===== src/rtl/decode_fetch_arbiter_if.sv =====
// Request and decode-side bus between the fetch requesters and decode_fetch_arbiter.
// Flattened request buses carry requester 0 in the MSBs.
interface decode_fetch_arbiter_if #(
  parameter int unsigned addressWidth            = 64,
  parameter int unsigned instructionWidth        = 32,
  parameter int unsigned PidSize                 = 20,
  parameter int unsigned TidSize                 = 16,
  parameter int unsigned instructionCounterWidth = 64,
  parameter int unsigned numRequesters           = 4,
  parameter int unsigned grantPtrWidth           = 3
);

  logic [numRequesters-1:0]                  reqValid_i;
  logic [numRequesters-1:0]                  reqReady_o;
  logic [numRequesters*instructionWidth-1:0] reqInstruction_i;
  logic [numRequesters*addressWidth-1:0]     reqAddress_i;
  logic [numRequesters-1:0]                  reqIs64Bit_i;
  logic [numRequesters*PidSize-1:0]          reqPid_i;
  logic [numRequesters*TidSize-1:0]          reqTid_i;

  logic                               enable_o;
  logic [instructionWidth-1:0]        instruction_o;
  logic [addressWidth-1:0]            instructionAddress_o;
  logic                               is64Bit_o;
  logic [PidSize-1:0]                 instructionPid_o;
  logic [TidSize-1:0]                 instructionTid_o;
  logic [instructionCounterWidth-1:0] instructionMajId_o;
  logic [grantPtrWidth-1:0]           grantIdx_o;

  // Arbiter side.
  modport slave (
    input  reqValid_i, reqInstruction_i, reqAddress_i, reqIs64Bit_i, reqPid_i, reqTid_i,
    output reqReady_o, enable_o, instruction_o, instructionAddress_o, is64Bit_o,
           instructionPid_o, instructionTid_o, instructionMajId_o, grantIdx_o
  );

  // Requester / decode side.
  modport master (
    output reqValid_i, reqInstruction_i, reqAddress_i, reqIs64Bit_i, reqPid_i, reqTid_i,
    input  reqReady_o, enable_o, instruction_o, instructionAddress_o, is64Bit_o,
           instructionPid_o, instructionTid_o, instructionMajId_o, grantIdx_o
  );

endinterface


===== src/rtl/decode_fetch_arbiter.sv =====
// Round-robin arbiter feeding one decode unit from several fetch requesters, stamping major IDs.
// Optional per-requester grant and stall-cycle counters: define ARB_PERF_COUNTERS_EN.
module decode_fetch_arbiter #(
  parameter int unsigned addressWidth            = 64,
  parameter int unsigned instructionWidth        = 32,
  parameter int unsigned PidSize                 = 20,
  parameter int unsigned TidSize                 = 16,
  parameter int unsigned instructionCounterWidth = 64,
  parameter int unsigned numRequesters           = 4,
  parameter int unsigned grantPtrWidth           = 3
) (
  input  logic                 clock_i,
  input  logic                 reset_i,
  input  logic                 flush_i,
  input  logic                 stall_i,
  decode_fetch_arbiter_if.slave bus
`ifdef ARB_PERF_COUNTERS_EN
  ,
  output logic [numRequesters*32-1:0] grantCount_o,
  output logic [31:0]                 stallCycles_o
`endif
);

  localparam int unsigned IdxW = (numRequesters > 1) ? $clog2(numRequesters) : 1;
  localparam logic [grantPtrWidth-1:0] LastInit = grantPtrWidth'(numRequesters - 1);

  // Per-requester views of the flattened buses, indexed by requester number.
  logic                        req_valid [numRequesters];
  logic [instructionWidth-1:0] req_instr [numRequesters];
  logic [addressWidth-1:0]     req_addr  [numRequesters];
  logic                        req_is64  [numRequesters];
  logic [PidSize-1:0]          req_pid   [numRequesters];
  logic [TidSize-1:0]          req_tid   [numRequesters];

  for (genvar g = 0; g < numRequesters; g++) begin : g_unpack
    localparam int unsigned R = numRequesters - 1 - g;
    assign req_valid[g] = bus.reqValid_i[R];
    assign req_is64[g]  = bus.reqIs64Bit_i[R];
    assign req_instr[g] = bus.reqInstruction_i[R*instructionWidth +: instructionWidth];
    assign req_addr[g]  = bus.reqAddress_i[R*addressWidth +: addressWidth];
    assign req_pid[g]   = bus.reqPid_i[R*PidSize +: PidSize];
    assign req_tid[g]   = bus.reqTid_i[R*TidSize +: TidSize];
  end

  logic                               enable_q, enable_d;
  logic [instructionWidth-1:0]        instr_q, instr_d;
  logic [addressWidth-1:0]            addr_q, addr_d;
  logic                               is64_q, is64_d;
  logic [PidSize-1:0]                 pid_q, pid_d;
  logic [TidSize-1:0]                 tid_q, tid_d;
  logic [instructionCounterWidth-1:0] majid_q, majid_d;
  logic [grantPtrWidth-1:0]           idx_q, idx_d;
  logic [grantPtrWidth-1:0]           last_q, last_d;
  logic [instructionCounterWidth-1:0] cnt_q, cnt_d;

  logic                     accept_c;
  logic                     found_c;
  logic                     transfer_c;
  logic [grantPtrWidth-1:0] sel_c;
  logic [IdxW-1:0]          sel_idx_c;
  logic [numRequesters-1:0] ready_c;

  // Round-robin scan starting one past the last granted requester.
  always_comb begin
    int unsigned k;
    accept_c  = reset_i && !flush_i && (!enable_q || !stall_i);
    found_c   = 1'b0;
    sel_c     = '0;
    sel_idx_c = '0;
    ready_c   = '0;
    k         = 0;
    for (int unsigned i = 0; i < numRequesters; i++) begin
      k = (32'(last_q) + 32'd1 + i) % numRequesters;
      if (accept_c && !found_c && req_valid[IdxW'(k)]) begin
        found_c   = 1'b1;
        sel_c     = grantPtrWidth'(k);
        sel_idx_c = IdxW'(k);
        ready_c[IdxW'(numRequesters - 1 - k)] = 1'b1;
      end
    end
    transfer_c = accept_c && found_c;
  end

  // Output register: load on transfer, drop valid when idle or flushed, hold while stalled.
  always_comb begin
    enable_d = enable_q;
    instr_d  = instr_q;
    addr_d   = addr_q;
    is64_d   = is64_q;
    pid_d    = pid_q;
    tid_d    = tid_q;
    majid_d  = majid_q;
    idx_d    = idx_q;
    last_d   = last_q;
    cnt_d    = cnt_q;
    if (flush_i) begin
      enable_d = 1'b0;
    end else if (accept_c) begin
      if (found_c) begin
        enable_d = 1'b1;
        instr_d  = req_instr[sel_idx_c];
        addr_d   = req_addr[sel_idx_c];
        is64_d   = req_is64[sel_idx_c];
        pid_d    = req_pid[sel_idx_c];
        tid_d    = req_tid[sel_idx_c];
        majid_d  = cnt_q;
        idx_d    = sel_c;
        last_d   = sel_c;
        cnt_d    = cnt_q + instructionCounterWidth'(1);
      end else begin
        enable_d = 1'b0;
      end
    end
  end

  always_ff @(posedge clock_i) begin
    if (!reset_i) begin
      enable_q <= 1'b0;
      instr_q  <= '0;
      addr_q   <= '0;
      is64_q   <= 1'b0;
      pid_q    <= '0;
      tid_q    <= '0;
      majid_q  <= '0;
      idx_q    <= '0;
      last_q   <= LastInit;
      cnt_q    <= '0;
    end else begin
      enable_q <= enable_d;
      instr_q  <= instr_d;
      addr_q   <= addr_d;
      is64_q   <= is64_d;
      pid_q    <= pid_d;
      tid_q    <= tid_d;
      majid_q  <= majid_d;
      idx_q    <= idx_d;
      last_q   <= last_d;
      cnt_q    <= cnt_d;
    end
  end

  assign bus.reqReady_o           = ready_c;
  assign bus.enable_o             = enable_q;
  assign bus.instruction_o        = instr_q;
  assign bus.instructionAddress_o = addr_q;
  assign bus.is64Bit_o            = is64_q;
  assign bus.instructionPid_o     = pid_q;
  assign bus.instructionTid_o     = tid_q;
  assign bus.instructionMajId_o   = majid_q;
  assign bus.grantIdx_o           = idx_q;

`ifdef ARB_PERF_COUNTERS_EN
  logic [31:0] gcnt_q [numRequesters];
  logic [31:0] gcnt_d [numRequesters];
  logic [31:0] stall_cnt_q, stall_cnt_d;

  // Saturating counters; flush does not touch them.
  always_comb begin
    for (int unsigned i = 0; i < numRequesters; i++) begin
      gcnt_d[i] = gcnt_q[i];
    end
    stall_cnt_d = stall_cnt_q;
    if (transfer_c && (gcnt_q[sel_idx_c] != 32'hFFFF_FFFF)) begin
      gcnt_d[sel_idx_c] = gcnt_q[sel_idx_c] + 32'd1;
    end
    if (enable_q && stall_i && (stall_cnt_q != 32'hFFFF_FFFF)) begin
      stall_cnt_d = stall_cnt_q + 32'd1;
    end
  end

  always_ff @(posedge clock_i) begin
    if (!reset_i) begin
      for (int unsigned i = 0; i < numRequesters; i++) begin
        gcnt_q[i] <= '0;
      end
      stall_cnt_q <= '0;
    end else begin
      for (int unsigned i = 0; i < numRequesters; i++) begin
        gcnt_q[i] <= gcnt_d[i];
      end
      stall_cnt_q <= stall_cnt_d;
    end
  end

  for (genvar g = 0; g < numRequesters; g++) begin : g_perf_out
    localparam int unsigned R = numRequesters - 1 - g;
    assign grantCount_o[R*32 +: 32] = gcnt_q[g];
  end
  assign stallCycles_o = stall_cnt_q;
`endif

endmodule


===== src/flat_wrapper.sv =====
// flat-port wrapper written by rule: the top's interface ports become plain ports
module decode_fetch_arbiter_flat 
#(
  parameter int unsigned addressWidth            = 64,
  parameter int unsigned instructionWidth        = 32,
  parameter int unsigned PidSize                 = 20,
  parameter int unsigned TidSize                 = 16,
  parameter int unsigned instructionCounterWidth = 64,
  parameter int unsigned numRequesters           = 4,
  parameter int unsigned grantPtrWidth           = 3
)
  (clock_i, reset_i, flush_i, stall_i, bus_reqValid_i, bus_reqInstruction_i, bus_reqAddress_i, bus_reqIs64Bit_i, bus_reqPid_i, bus_reqTid_i, bus_reqReady_o, bus_enable_o, bus_instruction_o, bus_instructionAddress_o, bus_is64Bit_o, bus_instructionPid_o, bus_instructionTid_o, bus_instructionMajId_o, bus_grantIdx_o);
  decode_fetch_arbiter_if #(.addressWidth(addressWidth), .instructionWidth(instructionWidth), .PidSize(PidSize), .TidSize(TidSize), .instructionCounterWidth(instructionCounterWidth), .numRequesters(numRequesters), .grantPtrWidth(grantPtrWidth)) bus_i ();
  input  logic clock_i;
  input  logic reset_i;
  input  logic flush_i;
  input  logic stall_i;
  input wire logic [$bits(bus_i.reqValid_i)-1:0] bus_reqValid_i;
  input wire logic [$bits(bus_i.reqInstruction_i)-1:0] bus_reqInstruction_i;
  input wire logic [$bits(bus_i.reqAddress_i)-1:0] bus_reqAddress_i;
  input wire logic [$bits(bus_i.reqIs64Bit_i)-1:0] bus_reqIs64Bit_i;
  input wire logic [$bits(bus_i.reqPid_i)-1:0] bus_reqPid_i;
  input wire logic [$bits(bus_i.reqTid_i)-1:0] bus_reqTid_i;
  output wire logic [$bits(bus_i.reqReady_o)-1:0] bus_reqReady_o;
  output wire logic [$bits(bus_i.enable_o)-1:0] bus_enable_o;
  output wire logic [$bits(bus_i.instruction_o)-1:0] bus_instruction_o;
  output wire logic [$bits(bus_i.instructionAddress_o)-1:0] bus_instructionAddress_o;
  output wire logic [$bits(bus_i.is64Bit_o)-1:0] bus_is64Bit_o;
  output wire logic [$bits(bus_i.instructionPid_o)-1:0] bus_instructionPid_o;
  output wire logic [$bits(bus_i.instructionTid_o)-1:0] bus_instructionTid_o;
  output wire logic [$bits(bus_i.instructionMajId_o)-1:0] bus_instructionMajId_o;
  output wire logic [$bits(bus_i.grantIdx_o)-1:0] bus_grantIdx_o;
  assign bus_i.reqValid_i = bus_reqValid_i;
  assign bus_i.reqInstruction_i = bus_reqInstruction_i;
  assign bus_i.reqAddress_i = bus_reqAddress_i;
  assign bus_i.reqIs64Bit_i = bus_reqIs64Bit_i;
  assign bus_i.reqPid_i = bus_reqPid_i;
  assign bus_i.reqTid_i = bus_reqTid_i;
  assign bus_reqReady_o = bus_i.reqReady_o;
  assign bus_enable_o = bus_i.enable_o;
  assign bus_instruction_o = bus_i.instruction_o;
  assign bus_instructionAddress_o = bus_i.instructionAddress_o;
  assign bus_is64Bit_o = bus_i.is64Bit_o;
  assign bus_instructionPid_o = bus_i.instructionPid_o;
  assign bus_instructionTid_o = bus_i.instructionTid_o;
  assign bus_instructionMajId_o = bus_i.instructionMajId_o;
  assign bus_grantIdx_o = bus_i.grantIdx_o;
  decode_fetch_arbiter #(.addressWidth(addressWidth), .instructionWidth(instructionWidth), .PidSize(PidSize), .TidSize(TidSize), .instructionCounterWidth(instructionCounterWidth), .numRequesters(numRequesters), .grantPtrWidth(grantPtrWidth)) u_core (.clock_i(clock_i), .reset_i(reset_i), .flush_i(flush_i), .stall_i(stall_i), .bus(bus_i));
endmodule

===== config.mk =====
export PLATFORM = sky130hd
export DESIGN_NAME = decode_fetch_arbiter_flat
export DESIGN_NICKNAME = d
export VERILOG_FILES = /design/src/rtl/decode_fetch_arbiter_if.sv /design/src/rtl/decode_fetch_arbiter.sv /design/src/flat_wrapper.sv
export SDC_FILE = /design/constraint.sdc
export NUM_CORES = 1
export LEC_CHECK = 0
export ABC_AREA = 1
export CORE_AREA = 2 2 293 295
export DETAILED_ROUTE_END_ITERATION = 8
export DIE_AREA = 0 0 295 297
export HOLD_SLACK_MARGIN = 0.1
export PLACE_DENSITY = 0.43
export SLEW_MARGIN = 15
export SYNTH_ARGS = -nofsm -noshare
export SYNTH_HDL_FRONTEND = slang
export SYNTH_SLANG_ARGS = --single-unit
export TNS_END_PERCENT = 50

===== constraint.sdc =====
create_clock -name clock_i -period 3.4 [get_ports clock_i]
set_input_delay 0.68 -clock clock_i [delete_from_list [all_inputs] [get_ports clock_i]]
set_output_delay 0.68 -clock clock_i [all_outputs]
set_load 0.01 [all_outputs]

==> out/results.ini, run 1 <==
[global_route]
top_usage_layer=met2
antenna_found_initial=20
grt_pass1_wl_mm=144
grtUsageMet3_pct=5.24
grt_pass1_vias=20300
grtUsageMet2_pct=38.1
track_usage_pct=22.1
overflow=0
grt_max_degree=77
globalRouteMet1Util_pct=27.2

[synth]
synth-compound-area-share_pct=6.65
synth_area_leaders=dfxtp_1, nand2_1, nand3_1
synth_ff_type=dfxtp_1
synth_top_family_by_area=simple AND/OR/NAND/NOR gates
synth.distinct_cells=36
synth_xor_area_share_pct=1.37
yosys-top-cells-count=nand2_1, nand3_1, inv_1
synth_edf_count=0
syn_area_per_cell_sq_um=5.79
yosys_warnings=0
synthMuxAreaShare_pct=0
yosys.area_share.simple_pct=44.1
synth_most_common_cell=nand2_1
ys_ff_latch=266
synth_area_sq_mm=0.0173
synthAdderAreaFrac_pct=0.362
synth_top_area_share_pct=30.8
ys_seq_area_share_pct=30.8
syn_nets=3531
synth_top_area_cell=dfxtp_1
synthArstFlopShare_pct=0
postSynthCellCount=2986

[worst_setup_path]
cp_top_family=buffers and inverters
path_class=flop to output pin
path_cells=buf_4 -> ha_1 -> inv_1 -> nand2_1 -> nand3_1 -> nand3_2 -> nand3_2 -> inv_1 -> a21oi_1 -> o21ai_0 -> dlygate4sd2_1
crit_required_ps=2720
startpoint_type=flop
cp_max_fo=8
cp.arrival_ps=2590
r2r_setup_slack_ps=330
cp_slowest_cell=dfxtp_1
rr_worst_depth=18
crit_path_end_kind=output pin
cp_num_buf_inv=4
crit_cells=11
cpPeakStageDelay_ps=340

[route]
drc=0
wl_per_cell_um=20.8
firstDrtPassIters=6
drt-initial-drc-count=1262
post_drt_via_cell_ratio=4.35
antenna_left=0
vias=21100
routed_wl_mm=101

[layout]
drive_above_1_share_pct=4.71
fill_cells=9428
multiInputGateArea_sq_mm=0.00914
area_growth_pct=59.9
final_nets=4216
instances_no_fill=4853
seq_area_sq_mm=0.00533

[die]
initial_utilization_pct=20.4
dieArea_sq_mm=0.0876
rows=107
fp.coreArea_sq_mm=0.0845
chipHeight_um=297
io_pins=745
die_w_um=295

[placed_design]
place_congestion=0.906
dpl.hpwl_mm=78.6
place_inst=4772
pre_cts_ws_ps=61.0
io_buffer_count=743

[timing]
drv_slew=0
maxSlewHeadroom_pct=33.8
grt_setup_unrepaired=no
finalCritPeriodShare_pct=96.1
hold_viol=0
setup_tns_ps=0
period_minus_slack_ps=3270
worstMarginPinSlew_ps=994
setup_violations=0
skew_ps=15.1
finalWorstSetupSlack_ps=133
clock.fmax_mhz=306

[power_and_ir_drop]
p_leak_nw=13.0
power.density_mw_per_mm2=730
finalPower_w=0.0201
peakVddDrop_v=0.000372

[clock_network]
cts_num_sinks=266
cts_root_buffer=clkbuf_16
clockBufferDepth=3
htree_levels=2
clkLatencyLatePin_ps=570
cts_made_buffers=39
clk_pin_slew_ps=60
cts_tree=yes

[run_status]
status=completed

[job]
drv_cap=0

[min_path]
hold_class=input port to flop
holdPathStages=3

[cell families (layout without fill, tap and decap cells)]
kind of cell             Yosys count  in the layout
AND/OR/NAND/NOR                 1760           1760
buffers and inverters            703           1415
flip-flops                       266            266
AO/OA/AOI/OAI                    224            224
XOR/XNOR                          27             27
adder cells (fa/ha/maj)            5              5
other                              1             12
[power by group]
part	switching, W	total [W]	internal (W)
Combinational	0.00697	0.0116	0.00459
Clock	0.00170	0.00422	0.00252
Sequential	0.000435	0.00436	0.00393
[worst paths after layout]
check                                 from                      endpoint
setup reg to reg          u_core.last_q[0]  u_core.bus.instruction_o[26]
hold reg to reg   u_core.bus.grantIdx_o[0]      u_core.bus.grantIdx_o[0]
setup / recovery          u_core.last_q[0]             bus_reqReady_o[3]
hold / removal                     reset_i           u_core.bus.enable_o
[per-stage QoR]
| stage | util, % | cell area (sq um) | hold slack [ps] |
|---|---|---|---|
| after floorplan | - | 17300 | 449 |
| after global placement | 31.1 | 26300 | 452 |
| after detailed placement | 31.1 | 26300 | 455 |
| after CTS | 32.6 | 27600 | 364 |
| after global routing | 32.7 | 27600 | 383 |
| final | 32.7 | 27600 | 391 |
[final cells by class]
type	count	area share, %
antenna	11	0.0997
clock buffer	53	3.87
clock inverter	15	0.797
inverter	518	7.07
multi-input combinational	2017	33.1
sequential	266	19.3
tap	1144	5.18
timing repair buffer	829	30.6
[worst min-delay path: stages]
cell and delay, ps:
clkbuf_8 110, nand2_2 80, a21oi_1 40
[state kept, by name, summed over array words and instances, names as in the netlist]
signal / cells
u_core.bus.instructionAddress_o: 64
u_core.bus.instructionMajId_o: 64
u_core.cnt_q: 64
u_core.bus.instruction_o: 32
u_core.bus.instructionPid_o: 20
u_core.bus.instructionTid_o: 16
u_core.bus.grantIdx_o: 2
u_core.last_q: 2
u_core.bus.enable_o: 1
u_core.bus.is64Bit_o: 1
[per-layer routing]
metal / vias up / share of wire (%)
met5: - / 0.051
met4: 8 / 2.3
met3: 105 / 7.1
met2: 619 / 49
met1: 9697 / 42
li1: 10700 / -
[repair_timing]
| item | in CTS | in global routing |
|---|---|---|
| gates resized for setup | 7 | 1 |
| pin swaps | 1 | 1 |
| setup buffers | 1 | 1 |
| gates cloned | 0 | 0 |
| hold buffers | 0 | 0 |
| setup endpoints to repair | 4 | 3 |
[cells in the final DEF (no fill, tap or decap), drive strengths merged, types with 5 or more instances in the layout]
| master | instances |
|---|---|
| a21oi | 126 |
| o21ai | 83 |
| nand2 | 996 |
| nand3 | 590 |
| clkbuf | 54 |
| inv | 519 |
| clkinv | 7 |
| dfxtp | 266 |
| diode | 11 |
| clkdlybuf4s50 | 738 |
| ha | 5 |
| nand4 | 33 |
| nor3 | 46 |
| xor2 | 27 |
| nor2 | 77 |
| buf | 86 |
No activity file was read; power rests on OpenSTA's default activity.
==> run 2, diff against run 1 <==
--- a/config.mk
+++ b/config.mk
@@ -11,6 +11,7 @@
 export DIE_AREA = 0 0 295 297
 export HOLD_SLACK_MARGIN = 0.1
 export PLACE_DENSITY = 0.43
+export REMOVE_ABC_BUFFERS = 1
 export SLEW_MARGIN = 15
 export SYNTH_ARGS = -nofsm -noshare
 export SYNTH_HDL_FRONTEND = slang
==> out/results.ini, run 2 (synthesis gave the netlist of run 1 again) <==
[run_status]
status=completed

[timing]
finalWorstSetupSlack_ps=131  ; -2.22 ps
setup_violations=0  ; unchanged
skew_ps=25.9  ; +10.8 ps
maxSlewHeadroom_pct=33.8  ; +0.087 points
drv_slew=0  ; unchanged
period_minus_slack_ps=3270  ; +2.22 ps
finalCritPeriodShare_pct=96.2  ; about the same
worstMarginPinSlew_ps=992  ; -1.30 ps
grt_setup_unrepaired=no
hold_viol=0  ; unchanged
clock.fmax_mhz=306  ; about the same

[worst_setup_path]
r2r-start=u_core.cnt_q[0]
cp_slowest_cell=dfxtp_1
r2r_setup_slack_ps=560  ; +230 ps
crit_path_end_kind=output pin
cpPeakStageDelay_ps=350  ; about the same
startpoint_type=flop
startpoint=u_core.last_q[1]
cpMostUsedCell=nand3_2
cp_max_fo=6  ; -2
crit_required_ps=2720  ; about the same
cp.arrival_ps=2590  ; about the same
path_cells=inv_1 -> ha_4 -> buf_4 -> nand3_2 -> nand2_2 -> nand3_2 -> nand3_2 -> inv_1 -> a21oi_1 -> o21ai_0 -> dlygate4sd2_1
path_class=flop to output pin

[die]
io_pins=745  ; unchanged
initial_utilization_pct=20.4  ; unchanged
fp.coreArea_sq_mm=0.0845  ; unchanged
rows=107  ; unchanged
die_w_um=295  ; unchanged
chipHeight_um=297  ; unchanged
dieArea_sq_mm=0.0876  ; unchanged

[layout]
drive_above_1_share_pct=4.64  ; -0.069 points
final_nets=4207  ; -0.21%
area_growth_pct=59.7
final_common_cell=nand2_1
layout_common_cells=nand2_1, clkdlybuf4s50_1, nand3_1

[global_route]
globalRouteMet1Util_pct=25.8  ; -1.4 points
grt_max_degree=143  ; +86%
top_usage_layer=met2
grt_pass1_vias=20500  ; +0.95%
antenna_found_initial=32  ; +60%
grt_pass1_wl_mm=143  ; -0.43%
grtUsageMet3_pct=5.04  ; -0.19 points
overflow=0  ; unchanged
track_usage_pct=22.0  ; -0.078 points
grtUsageMet2_pct=39.2  ; +1.2 points

[route]
wl_per_cell_um=20.8  ; about the same
vias=21300  ; +0.90%
antenna_left=0  ; unchanged
firstDrtPassIters=6  ; unchanged
post_drt_via_cell_ratio=4.39  ; +0.88%
drt-initial-drc-count=1249  ; -1.0%
drc=0  ; unchanged
routed_wl_mm=101  ; +0.10%

[placed_design]
place_congestion=0.919  ; +1.4%
io_buffer_count=743  ; unchanged
pre_cts_ws_ps=50.9  ; -10.1 ps
dpl.hpwl_mm=78.4  ; -0.23%

[power_and_ir_drop]
power.density_mw_per_mm2=725  ; -0.57%
p_leak_nw=13.0  ; -0.13%
finalPower_w=0.0200  ; -0.71%
peakVddDrop_v=0.000434  ; +17%

[min_path]
hold_class=input port to flop
hp-start=reset_i

[job]
drv_cap=0  ; unchanged

[clock_network]
clk_pin_slew_ps=60  ; about the same
cts_root_buffer=clkbuf_16
clkLatencyLatePin_ps=560  ; about the same
cts_made_buffers=38  ; -2.6%
cts_num_sinks=266  ; unchanged
cts_tree=yes
htree_levels=2  ; unchanged
clockBufferDepth=3  ; unchanged

run 2: power breakdown:
part	leakage [nW]	internal, W	switching, W
registers	2.18	0.00393	0.000438
logic	10.2	0.00453	0.00692
clock network	0.640	0.00253	0.00167
run 2: final cells by class:
cell class              instances  area (sq um)
repair buffers                821          8380
clock inverters                13           174
flip-flops and latches        266          5330
inverters                     518          1950
diodes                         22          55.1
multi-input cells            2017          9140
clock buffers                  53          1120
fillers                      9421         56900
well taps                    1144          1430
run 2: repair_timing:
item | in CTS | in global routing
resized for setup | 7 | 0
endpoints found under the setup margin | 4 | 0
hold buffers | 0 | 0
endpoints found under the hold margin | 0 | 0
buffers inserted | 1 | 0
run 2: per-layer routing:
layer,share of wire [%],vias up,wire length [um]
met5,0.061,-,61
met4,2.4,10,2410
met3,6.8,124,6820
met2,50,581,50800
met1,40,9922,40700
li1,-,10700,-
run 2: critical path, delay by kind of cell (launching register included):
family                     cells  cell delay (ps)
AOI/OAI and AO/OA              2              250
buffers and inverters          4              600
DFF                            1              350
and+or+nand+nor                4              530
adders and majority gates      1              300
run 2: final timing paths:
check | endpoint | depth (start not counted)
worst max-delay path | bus_reqReady_o[1] | 11
worst max register to register | u_core.cnt_q[58] | 12
worst min register to register | u_core.bus.grantIdx_o[0] | 2
worst min-delay path | u_core.bus.instructionMajId_o[9] | 3
run 2: metrics by stage:
step / TNS (ps) / utilization [%] / std cells / hold slack [ps] / cell area (sq um)
floorplan: -403240 / - / 2801 / 449 / 16300
global placement: -2.07 / 31.0 / 4765 / 456 / 26200
detailed placement: 0 / 31.0 / 4765 / 459 / 26200
CTS: 0 / 32.6 / 4832 / 415 / 27500
global route: 0 / 32.6 / 4850 / 443 / 27600
finish: 0 / 32.6 / 4854 / 437 / 27600
==> run 3, diff against run 2 <==
--- a/config.mk
+++ b/config.mk
@@ -6,11 +6,11 @@
 export NUM_CORES = 1
 export LEC_CHECK = 0
 export ABC_AREA = 1
-export CORE_AREA = 2 2 293 295
+export CORE_AREA = 10 10 285 287
 export DETAILED_ROUTE_END_ITERATION = 8
 export DIE_AREA = 0 0 295 297
 export HOLD_SLACK_MARGIN = 0.1
-export PLACE_DENSITY = 0.43
+export PLACE_DENSITY = 0.47
 export REMOVE_ABC_BUFFERS = 1
 export SLEW_MARGIN = 15
 export SYNTH_ARGS = -nofsm -noshare
==> out/results.ini, run 3 (synthesis gave the netlist of run 1 again) <==
[timing]
setup_violations=0  ; unchanged
holdWs_ps=424  ; -12.8 ps
skew_ps=22.6  ; -3.23 ps
period_minus_slack_ps=3190  ; -77.2 ps
maxSlewHeadroom_pct=24.5  ; -9.3 points
grt_setup_unrepaired=no
drv_slew=0  ; unchanged
worstMarginPinSlew_ps=1130  ; +140 ps
clock.fmax_mhz=313  ; +2.4%
setup_tns_ps=0  ; unchanged
hold_viol=0  ; unchanged
finalCritPeriodShare_pct=93.9  ; -2.3 points

[worst_setup_path]
rr_worst_depth=17  ; +5
r2r-end=u_core.bus.instructionPid_o[17]
r2r_setup_slack_ps=450  ; -110 ps
startpoint_type=flop
path_class=flop to output pin
crit_path_end_kind=output pin
crit_required_ps=2720  ; about the same
cp.arrival_ps=2510  ; -80 ps
cp_max_fo=6  ; unchanged
r2r-start=u_core.last_q[1]

[clock_network]
cts-hold-fix-buffers=0  ; unchanged
cts_num_sinks=266  ; unchanged
cts_made_buffers=38  ; unchanged
clkLatencyLatePin_ps=550  ; about the same
clk_pin_slew_ps=60  ; about the same
clockBufferDepth=3  ; unchanged
cts_root_buffer=clkbuf_16
htree_levels=2  ; unchanged
postCtsSetupBuffers=0  ; -1
cts_tree=yes

[min_path]
hold_class=input port to flop
min_to=u_core.bus.enable_o
hp-start=reset_i
holdPathStages=3  ; unchanged

[die]
rows=101  ; -5.6%
dieArea_sq_mm=0.0876  ; unchanged
initial_utilization_pct=22.9  ; +2.4 points
die_w_um=295  ; unchanged
chipHeight_um=297  ; unchanged
io_pins=745  ; unchanged
fp.coreArea_sq_mm=0.0754  ; -11%

[layout]
final_nets=4226  ; +0.45%
stdcell_area_sq_mm=0.0275  ; -0.46%
fill_cells=8325  ; -12%
area_growth_pct=58.9
layout_common_cells=nand2_1, clkdlybuf4s50_1, nand3_1
instances_no_fill=4694  ; -3.3%
drive_above_1_share_pct=4.96  ; +0.33 points
final_common_cell=nand2_1

[route]
routed_wl_mm=105  ; +3.7%
wl_per_cell_um=22.3  ; +7.2%
vias=21200  ; -0.28%
firstDrtPassIters=5  ; -1
post_drt_via_cell_ratio=4.53  ; +3.1%
drc=0  ; unchanged
antenna_left=0  ; unchanged
drt-initial-drc-count=1328  ; +6.3%

[job]
drv_cap=0  ; unchanged

[placed_design]
io_buffer_count=743  ; unchanged
place_inst=4619  ; -3.1%
placed_area_sq_mm=0.0262  ; about the same
dpl.hpwl_mm=83.0  ; +5.9%
place_congestion=0.954  ; +3.8%

[power_and_ir_drop]
p_leak_nw=13.0  ; +0.54%
peakVddDrop_v=0.000466  ; +7.4%
power.density_mw_per_mm2=729  ; +0.52%

[run_status]
status=completed

[global_route]
grt_max_degree=135  ; -5.6%
antenna_found_initial=22  ; -31%
grt_pass1_vias=20600  ; +0.083%
track_usage_pct=22.7  ; +0.67 points
grt_pass1_wl_mm=149  ; +3.8%
overflow=0  ; unchanged

## run 3: final cells by class
class	count	area, sq um	share of cell area (%)
Antenna cell	10	25.0	0.0911
Clock inverter	8	97.6	0.355
Inverter	518	1950	7.10
Multi-Input combinational cell	2017	9150	33.3
Timing Repair Buffer	840	8580	31.2
Tap cell	978	1220	4.46
Clock buffer	57	1100	4.02
Sequential cell	266	5330	19.4
## run 3: repair_timing
action                                  CTS  global route
pin swaps                                 0             0
resized for setup                         6             5
endpoints found under the setup margin    4             3
## run 3: stage by stage
| step | setup WS, ps | power (W) | util, % |
|---|---|---|---|
| after floorplan | -2940 | 0.00994 | - |
| after global placement | -3.95 | 0.0163 | 34.7 |
| after detailed placement | 4.62 | 0.0162 | 34.7 |
| after CTS | -147 | 0.0203 | 36.3 |
| after global routing | 2.61 | 0.0216 | 36.4 |
| final | 208 | 0.0200 | 36.4 |
## run 3: worst max-delay path by stage
| stage | from | to | slack [ps] |
|---|---|---|---|
| 3_3_place_gp | flush_i | bus_reqReady_o[1] | -4 |
| 3_5_place_dp | flush_i | bus_reqReady_o[3] | 5 |
| 2_1_floorplan | u_core.last_q[0] | u_core.bus.instructionAddress_o[0] | -2940 |
| 4_1_cts | u_core.last_q[0] | bus_reqReady_o[3] | -150 |
| 5_1_grt | u_core.last_q[1] | bus_reqReady_o[1] | 3 |
| 6_report | u_core.last_q[1] | bus_reqReady_o[1] | 210 |
## run 3: routing by layer
layer  share of wire [%]  vias to the layer above  track usage (%)
li1                    -                    10700                -
met5               0.033                        -                0
met3                 6.9                       95             5.29
met2                  50                      610             40.8
met4                 1.8                        4             4.78
met1                  41                     9837             26.9
## run 3: critical path, stage by stage, from the launching register on
cell,delay (ps)
dfxtp_1,360
inv_1,100
ha_2,410
nand3_2,160
nand2_4,140
nand3_4,120
nand3_2,120
inv_1,70
a21oi_1,110
o21ai_0,90
dlygate4sd2_1,300
## run 3: where the power goes
group	total (W)	switching, W	internal, W
Sequential	0.00434	0.000414	0.00393
Combinational	0.0117	0.00699	0.00473
Clock	0.00396	0.00157	0.00238
